**src/rtl/sync_clock_divider_pkg.sv**
```systemverilog
// Shared types and constants for the synced clock divider slice.
// State encoding, default counter width and minimum divisor live here.
package sync_clk_pkg;

    localparam int unsigned DEF_CNT_W = 16;
    localparam int unsigned MIN_DIV   = 2;

    typedef enum logic [1:0] {
        IDLE    = 2'd0,
        ACQUIRE = 2'd1,
        LOCKED  = 2'd2
    } state_t;

endpackage : sync_clk_pkg

```
**src/rtl/sync_clock_divider_if.sv**
```systemverilog
// Control and status bundle between the divider and its consumers.
// master drives ENABLE/DIV/SYNC_IN and observes the divided outputs.
interface sync_clock_divider_if #(
    parameter int unsigned CNT_W = sync_clk_pkg::DEF_CNT_W
);

    logic             ENABLE;
    logic [CNT_W-1:0] DIV;
    logic             SYNC_IN;
    logic             CLK_OUT;
    logic             TICK;
    logic             LOCKED;
    logic             SYNC_ERR;

    modport master (
        output ENABLE,
        output DIV,
        output SYNC_IN,
        input  CLK_OUT,
        input  TICK,
        input  LOCKED,
        input  SYNC_ERR
    );

    modport slave (
        input  ENABLE,
        input  DIV,
        input  SYNC_IN,
        output CLK_OUT,
        output TICK,
        output LOCKED,
        output SYNC_ERR
    );

endinterface : sync_clock_divider_if

```
**src/rtl/sync_clock_divider_edge.sv**
```systemverilog
// Multi-flop synchronizer for the external sync input followed by a
// registered rising-edge detector; EDGE is a single-cycle pulse.
module sync_edge_detect #(
    parameter int unsigned SYNC_STAGES = 2
) (
    input  logic CLK,
    input  logic RESET,
    input  logic D_ASYNC,
    output logic EDGE
);

    logic [SYNC_STAGES-1:0] sync_q;
    logic                   last_q;

    always_ff @(posedge CLK) begin
        if (RESET) begin
            sync_q <= '0;
            last_q <= 1'b0;
            EDGE   <= 1'b0;
        end else begin
            sync_q <= {sync_q[SYNC_STAGES-2:0], D_ASYNC};
            last_q <= sync_q[SYNC_STAGES-1];
            EDGE   <= sync_q[SYNC_STAGES-1] & ~last_q;
        end
    end

endmodule : sync_edge_detect

```
**src/rtl/sync_clock_divider.sv**
```systemverilog
// Phase-alignable clock divider: divided clock, period-start strobe,
// lock tracking against an external sync and phase-error reporting.
module sync_clock_divider
    import sync_clk_pkg::*;
#(
    parameter int unsigned CNT_W       = DEF_CNT_W,
    parameter int unsigned SYNC_STAGES = 2,
    parameter int unsigned PHASE_TOL   = 1,
    parameter int unsigned MISS_LIMIT  = 4
) (
    input  logic               CLK,
    input  logic               RESET,
    sync_clock_divider_if.slave bus
);

    localparam int unsigned   MISS_W = $clog2(MISS_LIMIT + 1);
    localparam logic [CNT_W:0] TOL   = (CNT_W + 1)'(PHASE_TOL);

    state_t            state;
    logic [CNT_W-1:0]  cnt;
    logic [CNT_W-1:0]  div_l;
    logic [MISS_W-1:0] miss;
    logic              acq_seen;
    logic              sync_edge;

    logic [CNT_W-1:0]  div_in;
    logic [CNT_W-1:0]  cnt_next;
    logic              wrap;
    logic              restart;
    logic              in_tol;

    sync_edge_detect #(
        .SYNC_STAGES(SYNC_STAGES)
    ) u_sync (
        .CLK    (CLK),
        .RESET  (RESET),
        .D_ASYNC(bus.SYNC_IN),
        .EDGE   (sync_edge)
    );

    // Tolerance is evaluated one bit wider so small divisors cannot underflow.
    always_comb begin
        div_in   = (bus.DIV < CNT_W'(MIN_DIV)) ? CNT_W'(MIN_DIV) : bus.DIV;
        wrap     = (cnt == div_l - CNT_W'(1));
        restart  = sync_edge | wrap;
        cnt_next = restart ? '0 : cnt + CNT_W'(1);
        in_tol   = (({1'b0, cnt} + TOL) >= ({1'b0, div_l} - (CNT_W + 1)'(1)))
                 || ({1'b0, cnt} <= TOL);
    end

    always_ff @(posedge CLK) begin
        if (RESET) begin
            state        <= IDLE;
            cnt          <= '0;
            div_l        <= CNT_W'(MIN_DIV);
            miss         <= '0;
            acq_seen     <= 1'b0;
            bus.CLK_OUT  <= 1'b0;
            bus.TICK     <= 1'b0;
            bus.LOCKED   <= 1'b0;
            bus.SYNC_ERR <= 1'b0;
        end else if (!bus.ENABLE) begin
            state        <= IDLE;
            cnt          <= '0;
            miss         <= '0;
            acq_seen     <= 1'b0;
            bus.CLK_OUT  <= 1'b0;
            bus.TICK     <= 1'b0;
            bus.LOCKED   <= 1'b0;
            bus.SYNC_ERR <= 1'b0;
        end else begin
            case (state)
                IDLE: begin
                    // Leaving IDLE starts a fresh period at cnt=0 (high phase).
                    state        <= ACQUIRE;
                    cnt          <= '0;
                    div_l        <= div_in;
                    miss         <= '0;
                    acq_seen     <= 1'b0;
                    bus.CLK_OUT  <= 1'b1;
                    bus.TICK     <= 1'b1;
                    bus.LOCKED   <= 1'b0;
                    bus.SYNC_ERR <= 1'b0;
                end

                ACQUIRE, LOCKED: begin
                    cnt          <= cnt_next;
                    bus.TICK     <= restart;
                    bus.CLK_OUT  <= (cnt_next < (div_l >> 1));
                    bus.SYNC_ERR <= 1'b0;
                    if (restart) begin
                        div_l <= div_in;
                    end

                    if (state == ACQUIRE) begin
                        if (sync_edge) begin
                            acq_seen <= 1'b1;
                            if (acq_seen && in_tol) begin
                                state      <= LOCKED;
                                bus.LOCKED <= 1'b1;
                                miss       <= '0;
                            end
                        end
                    end else if (sync_edge) begin
                        if (in_tol) begin
                            miss <= '0;
                        end else begin
                            state        <= ACQUIRE;
                            bus.LOCKED   <= 1'b0;
                            bus.SYNC_ERR <= 1'b1;
                            acq_seen     <= 1'b1;
                            miss         <= '0;
                        end
                    end else if (wrap) begin
                        // Any sync restarts the period, so a bare wrap means none arrived.
                        if (miss + MISS_W'(1) == MISS_W'(MISS_LIMIT)) begin
                            state      <= ACQUIRE;
                            bus.LOCKED <= 1'b0;
                            acq_seen   <= 1'b0;
                            miss       <= '0;
                        end else begin
                            miss <= miss + MISS_W'(1);
                        end
                    end
                end

                default: begin
                    state        <= IDLE;
                    cnt          <= '0;
                    bus.CLK_OUT  <= 1'b0;
                    bus.TICK     <= 1'b0;
                    bus.LOCKED   <= 1'b0;
                    bus.SYNC_ERR <= 1'b0;
                end
            endcase
        end
    end

endmodule : sync_clock_divider

```
**src/flat_wrapper.sv**
```systemverilog
// flat-port wrapper written by rule: the top's interface ports become plain ports
module sync_clock_divider_flat import sync_clk_pkg::*;
#(
    parameter int unsigned CNT_W       = DEF_CNT_W,
    parameter int unsigned SYNC_STAGES = 2,
    parameter int unsigned PHASE_TOL   = 1,
    parameter int unsigned MISS_LIMIT  = 4
)
  (CLK, RESET, bus_ENABLE, bus_DIV, bus_SYNC_IN, bus_CLK_OUT, bus_TICK, bus_LOCKED, bus_SYNC_ERR);
  sync_clock_divider_if #(.CNT_W(CNT_W)) bus_i ();
  input  logic CLK;
  input  logic RESET;
  input wire logic [$bits(bus_i.ENABLE)-1:0] bus_ENABLE;
  input wire logic [$bits(bus_i.DIV)-1:0] bus_DIV;
  input wire logic [$bits(bus_i.SYNC_IN)-1:0] bus_SYNC_IN;
  output wire logic [$bits(bus_i.CLK_OUT)-1:0] bus_CLK_OUT;
  output wire logic [$bits(bus_i.TICK)-1:0] bus_TICK;
  output wire logic [$bits(bus_i.LOCKED)-1:0] bus_LOCKED;
  output wire logic [$bits(bus_i.SYNC_ERR)-1:0] bus_SYNC_ERR;
  assign bus_i.ENABLE = bus_ENABLE;
  assign bus_i.DIV = bus_DIV;
  assign bus_i.SYNC_IN = bus_SYNC_IN;
  assign bus_CLK_OUT = bus_i.CLK_OUT;
  assign bus_TICK = bus_i.TICK;
  assign bus_LOCKED = bus_i.LOCKED;
  assign bus_SYNC_ERR = bus_i.SYNC_ERR;
  sync_clock_divider #(.CNT_W(CNT_W), .SYNC_STAGES(SYNC_STAGES), .PHASE_TOL(PHASE_TOL), .MISS_LIMIT(MISS_LIMIT)) u_core (.CLK(CLK), .RESET(RESET), .bus(bus_i));
endmodule
```
**config.mk**
```make
export PLATFORM = sky130hd
export DESIGN_NAME = sync_clock_divider_flat
export DESIGN_NICKNAME = d
export VERILOG_FILES = /design/src/rtl/sync_clock_divider_pkg.sv /design/src/rtl/sync_clock_divider_if.sv /design/src/rtl/sync_clock_divider_edge.sv /design/src/rtl/sync_clock_divider.sv /design/src/flat_wrapper.sv
export SDC_FILE = /design/constraint.sdc
export NUM_CORES = 1
export LEC_CHECK = 0
export CORE_AREA = 5 5 110 112
export CTS_BUF_LIST = sky130_fd_sc_hd__clkbuf_8 sky130_fd_sc_hd__clkbuf_16
export DETAILED_ROUTE_END_ITERATION = 8
export DIE_AREA = 0 0 115 117
export PLACE_DENSITY_LB_ADDON = 0.2
export SETUP_SLACK_MARGIN = 0.05
export SLEW_MARGIN = 20
export SYNTH_ARGS = -nofsm -noshare
export SYNTH_HDL_FRONTEND = slang
export SYNTH_HIERARCHICAL = 1
export SYNTH_SLANG_ARGS = --single-unit
```
**constraint.sdc**
```tcl
create_clock -name CLK -period 3.4 [get_ports CLK]
set_input_delay 0.68 -clock CLK [delete_from_list [all_inputs] [get_ports CLK]]
set_output_delay 0.68 -clock CLK [all_outputs]
set_load 0.02 [all_outputs]
```
==> flow_metrics.env <==
export IMPL_synth_seq_cells=46
export IMPL_critPathKind="reg -> reg"
export IMPL_synth_edf_count=0
export IMPL_cts_buffer_depth=2
export IMPL_first_global_vias=3350
export IMPL_drc_errors=0
export IMPL_core_rowCount=39
export IMPL_critPathMostFrequentCell="buf_6"
export IMPL_ys_types=57
export IMPL_hp_class="reg -> reg"
export IMPL_seq_power_share_pct=34.0
export IMPL_synth_mux_area_share_pct=5.03
export IMPL_dr_total_vias=3399
export IMPL_drive_gt1_share_pct=22.5
export IMPL_critPathCaptureType="flip-flop"
export IMPL_critPathRequiredTime_ns=3.60
export IMPL_relSlewSlack_pct=55.3
export IMPL_yosys_warnings=6
export IMPL_dp_slack_ns=-0.273
export IMPL_nFillCells=1144
export IMPL_fp_dieH_um=117
export IMPL_max_cap_viol_count=0
export IMPL_hpwl_um=8320
export IMPL_violations="negative setup slack"
export IMPL_die_area_um2=13500
export IMPL_timing_final_hold_violations=0
export IMPL_synthXorXnorAreaFrac_pct=10.9
export IMPL_cts_root_buffer="clkbuf_16"
export IMPL_grt_use_total_pct=15.6
export IMPL_rsz0062_at_grt="yes"
export IMPL_grt_pass1_wl_um=16600
export IMPL_clockPowerShare_pct=31.9
export IMPL_ant_nets=0
export IMPL_avgViaCountPerCell=5.02
export IMPL_critPathMaxStageDelay_ns=0.32
export IMPL_nets=594
export IMPL_critical_path_max_fanout=8
export IMPL_drt_iter0_markers=163
export IMPL_synthCells=453
export IMPL_skew_ns=0.00865
export IMPL_synth_nets=514
export IMPL_synth_async_sr_flop_share_pct=0
export IMPL_setup_ws_ns=-0.202
export IMPL_post_route_period_util_pct=106
export IMPL_ys_flop_type="dfxtp_1"
export IMPL_hold_end="u_core/u_sync/EDGE"
export IMPL_crit_family="compound AO/OA/AOI/OAI gates"
export IMPL_finalCriticalPeriod_ns=3.60
export IMPL_slew_violations=0
export IMPL_cts_tree="yes"
export IMPL_ys_seq_area_share_pct=24.4
export IMPL_gp_congestion=0.868
export IMPL_status="complete, but fails checks"
export IMPL_synth_top_family_by_area="simple AND/OR/NAND/NOR gates"
export IMPL_numCtsBuffers=5
export IMPL_wl_per_cell_um=15.3
export IMPL_die_w_um=115
export IMPL_crit_path_cell_trace="buf_4, nor4_4, buf_6, buf_6, nand4_4, xnor2_4, xnor2_2, nor4_4, a21o_4, buf_6, nor2_4, ha_4, a21o_1, a211oi_2, a21oi_1, nor3_2, o41ai_2, a211oi_1"
export IMPL_cp_start_kind="flip-flop"
export IMPL_worst_pin_slew_ns=0.669
export IMPL_htree_levels=2
export IMPL_holdBufCountCts=0
export IMPL_vdd_drop_max_uv=228
export IMPL_ios=24
export IMPL_p_comb_share_pct=34.1
export IMPL_setup_viol=1
export IMPL_antenna_cells=0
export IMPL_syn2layout_area_growth_pct=32.2
export IMPL_layout_common_cells="64 x buf_4, 44 x dfxtp_1, 43 x inv_1, 38 x nor2_1, 38 x ha_1"
export IMPL_holdCritStartpoint="u_core/u_sync/last_q"
export IMPL_syn_cell_area_um2=3780
export IMPL_p_int_uw=1200
export IMPL_clock_latency_ns=0.29
export IMPL_synth_fa_ha_area_share_pct=13.6
export IMPL_fmax_mhz=278
export IMPL_r2r_cells=18
export IMPL_clk_pin_slew_ns=0.07
export IMPL_r2r_end="u_core/bus.CLK_OUT"
export IMPL_switchingPower_uw=551
export IMPL_worst_ep_arrival_time_ns=3.80
export IMPL_hold_path_depth=1
export IMPL_synth_simple_area_share_pct=26.2
export IMPL_p_leak_uw=0.00217
export IMPL_synth_compound_area_share_pct=13.2
export IMPL_rr_startpoint="u_core/div_l[0]"
export IMPL_final_common_cell="buf_4"
export IMPL_gr_total_overflow=0
export IMPL_avgSynthCellArea_um2=8.34
export IMPL_drt_pass1_iterations=4
export IMPL_core_um2=11100
export IMPL_crit_buf_inv=4
export IMPL_clkSinkCount=46
export IMPL_portBuffers=23
export IMPL_antenna_found_initial=0
export IMPL_grt_max_degree=37
export IMPL_rrSetupSlack_ns=-0.20
export IMPL_wl_um=10400
export IMPL_crit_slowest_cell="dfxtp_1"
export IMPL_utilization_pct=44.9
export IMPL_p_per_area_nw_per_um2=350
export IMPL_initial_core_util_pct=34.0
export IMPL_switching_share_pct=31.5
[cell usage after synthesis, types with 2 or more instances]
cell	count	share of area [%]
clkbuf_1	13	1.3
nand4_1	10	1.7
nor3_1	14	1.9
a22o_1	2	0.46
and3_1	6	0.99
xnor3_1	2	1.2
a21oi_4	2	0.86
nor2b_1	7	1.2
nand3_1	18	2.4
dfxtp_1	46	24
nor2_1	43	4.3
a211o_1	2	0.46
or2b_1	2	0.40
nor3_2	2	0.53
buf_2	3	0.40
or3_1	3	0.50
o31ai_1	2	0.40
o41ai_1	3	0.70
o31a_1	2	0.46
nor4_4	3	1.7
xnor2_1	29	6.7
nand2_1	15	1.5
and2_1	4	0.66
o21ai_0	10	1.3
o211a_1	2	0.53
nor4_1	9	1.5
inv_1	45	4.5
a31oi_1	3	0.50
mux2i_1	19	5.0
a21oi_1	12	1.6
nand2b_1	28	4.6
nor3b_1	2	0.40
o211ai_1	2	0.40
a21o_1	8	1.6
ha_1	41	14
xor2_1	11	2.6
a41oi_1	2	0.46
a211oi_1	7	1.4
[kinds of logic after synthesis]
logic type               after synthesis
multiplexers                          19
AO/OA/AOI/OAI                         68
AND/OR/NAND/NOR                      174
XOR/XNOR                              43
buffers and inverters                 62
flip-flops                            46
adder cells (fa/ha/maj)               41
[cell type report]
cell class	instances	area, um2	share of cell area, %
multi-input cells	345	2810	56.3
flip-flops and latches	46	923	18.5
repair buffers	90	744	14.9
well taps	143	179	3.58
inverters	45	169	3.38
clock buffers	5	125	2.51
clock inverters	3	40.0	0.802
[per-stage QoR]
stage | total power, uW | cells | hold slack [ns] | cell area (um2) | setup TNS, ns
floorplan | 963 | 453 | 0.387 | 3820 | -0.0532
global placement | 1130 | 657 | 0.397 | 4540 | -0.296
detailed placement | 1140 | 657 | 0.400 | 4540 | -0.343
CTS | 1720 | 666 | 0.416 | 4740 | -0.179
global route | 1850 | 677 | 0.438 | 4990 | -1.42
finish | 1750 | 677 | 0.411 | 4990 | -0.202
[sequential cells by signal, summed over array words and instances (netlist names)]
| register | flops |
|---|---|
| u_core/cnt | 16 |
| u_core/miss | 3 |
| u_core/div_l | 16 |
| u_core/bus.CLK_OUT | 1 |
| u_core/u_sync/EDGE | 1 |
| u_core/u_sync/last_q | 1 |
| u_core/bus.LOCKED | 1 |
| u_core/bus.TICK | 1 |
| u_core/u_sync/sync_q | 2 |
| u_core/acq_seen | 1 |
| u_core/bus.SYNC_ERR | 1 |
| u_core/state | 2 |
[power by group through the flow]
stage                     Sequential, uW  Combinational [uW]  Clock, uW
final                                595                 596        558
after global routing                 600                 652        595
after CTS                            595                 543        579
after detailed placement             607                 532          0
after global placement               606                 524          0
after floorplan                      607                 357          0
[worst max path at each step]
stage,from,to,cells after the start
after floorplan,u_core/div_l[3],u_core/bus.CLK_OUT,17
after global placement,u_core/div_l[1],u_core/bus.CLK_OUT,18
after detailed placement,u_core/div_l[1],u_core/bus.CLK_OUT,18
after CTS,u_core/div_l[1],u_core/bus.CLK_OUT,18
after global routing,u_core/div_l[0],u_core/bus.CLK_OUT,18
final,u_core/div_l[0],u_core/bus.CLK_OUT,18
[layer usage]
metal  part of all wire (%)  up-vias  global-route usage [%]
met2                     45       66                    25.7
met1                     49     1571                    20.8
met5                      0        -                       0
met3                    2.9       19                    1.90
li1                       -     1743                       -
met4                    3.0        0                    5.95
[repair_timing]
| item | CTS | global route |
|---|---|---|
| setup buffers | 1 | 11 |
| setup endpoints to repair | 7 | 8 |
| pin swaps | 2 | 22 |
| hold endpoints to repair | 0 | 0 |
| gates resized for setup | 5 | 32 |
Power figures use the tool's default switching activity.
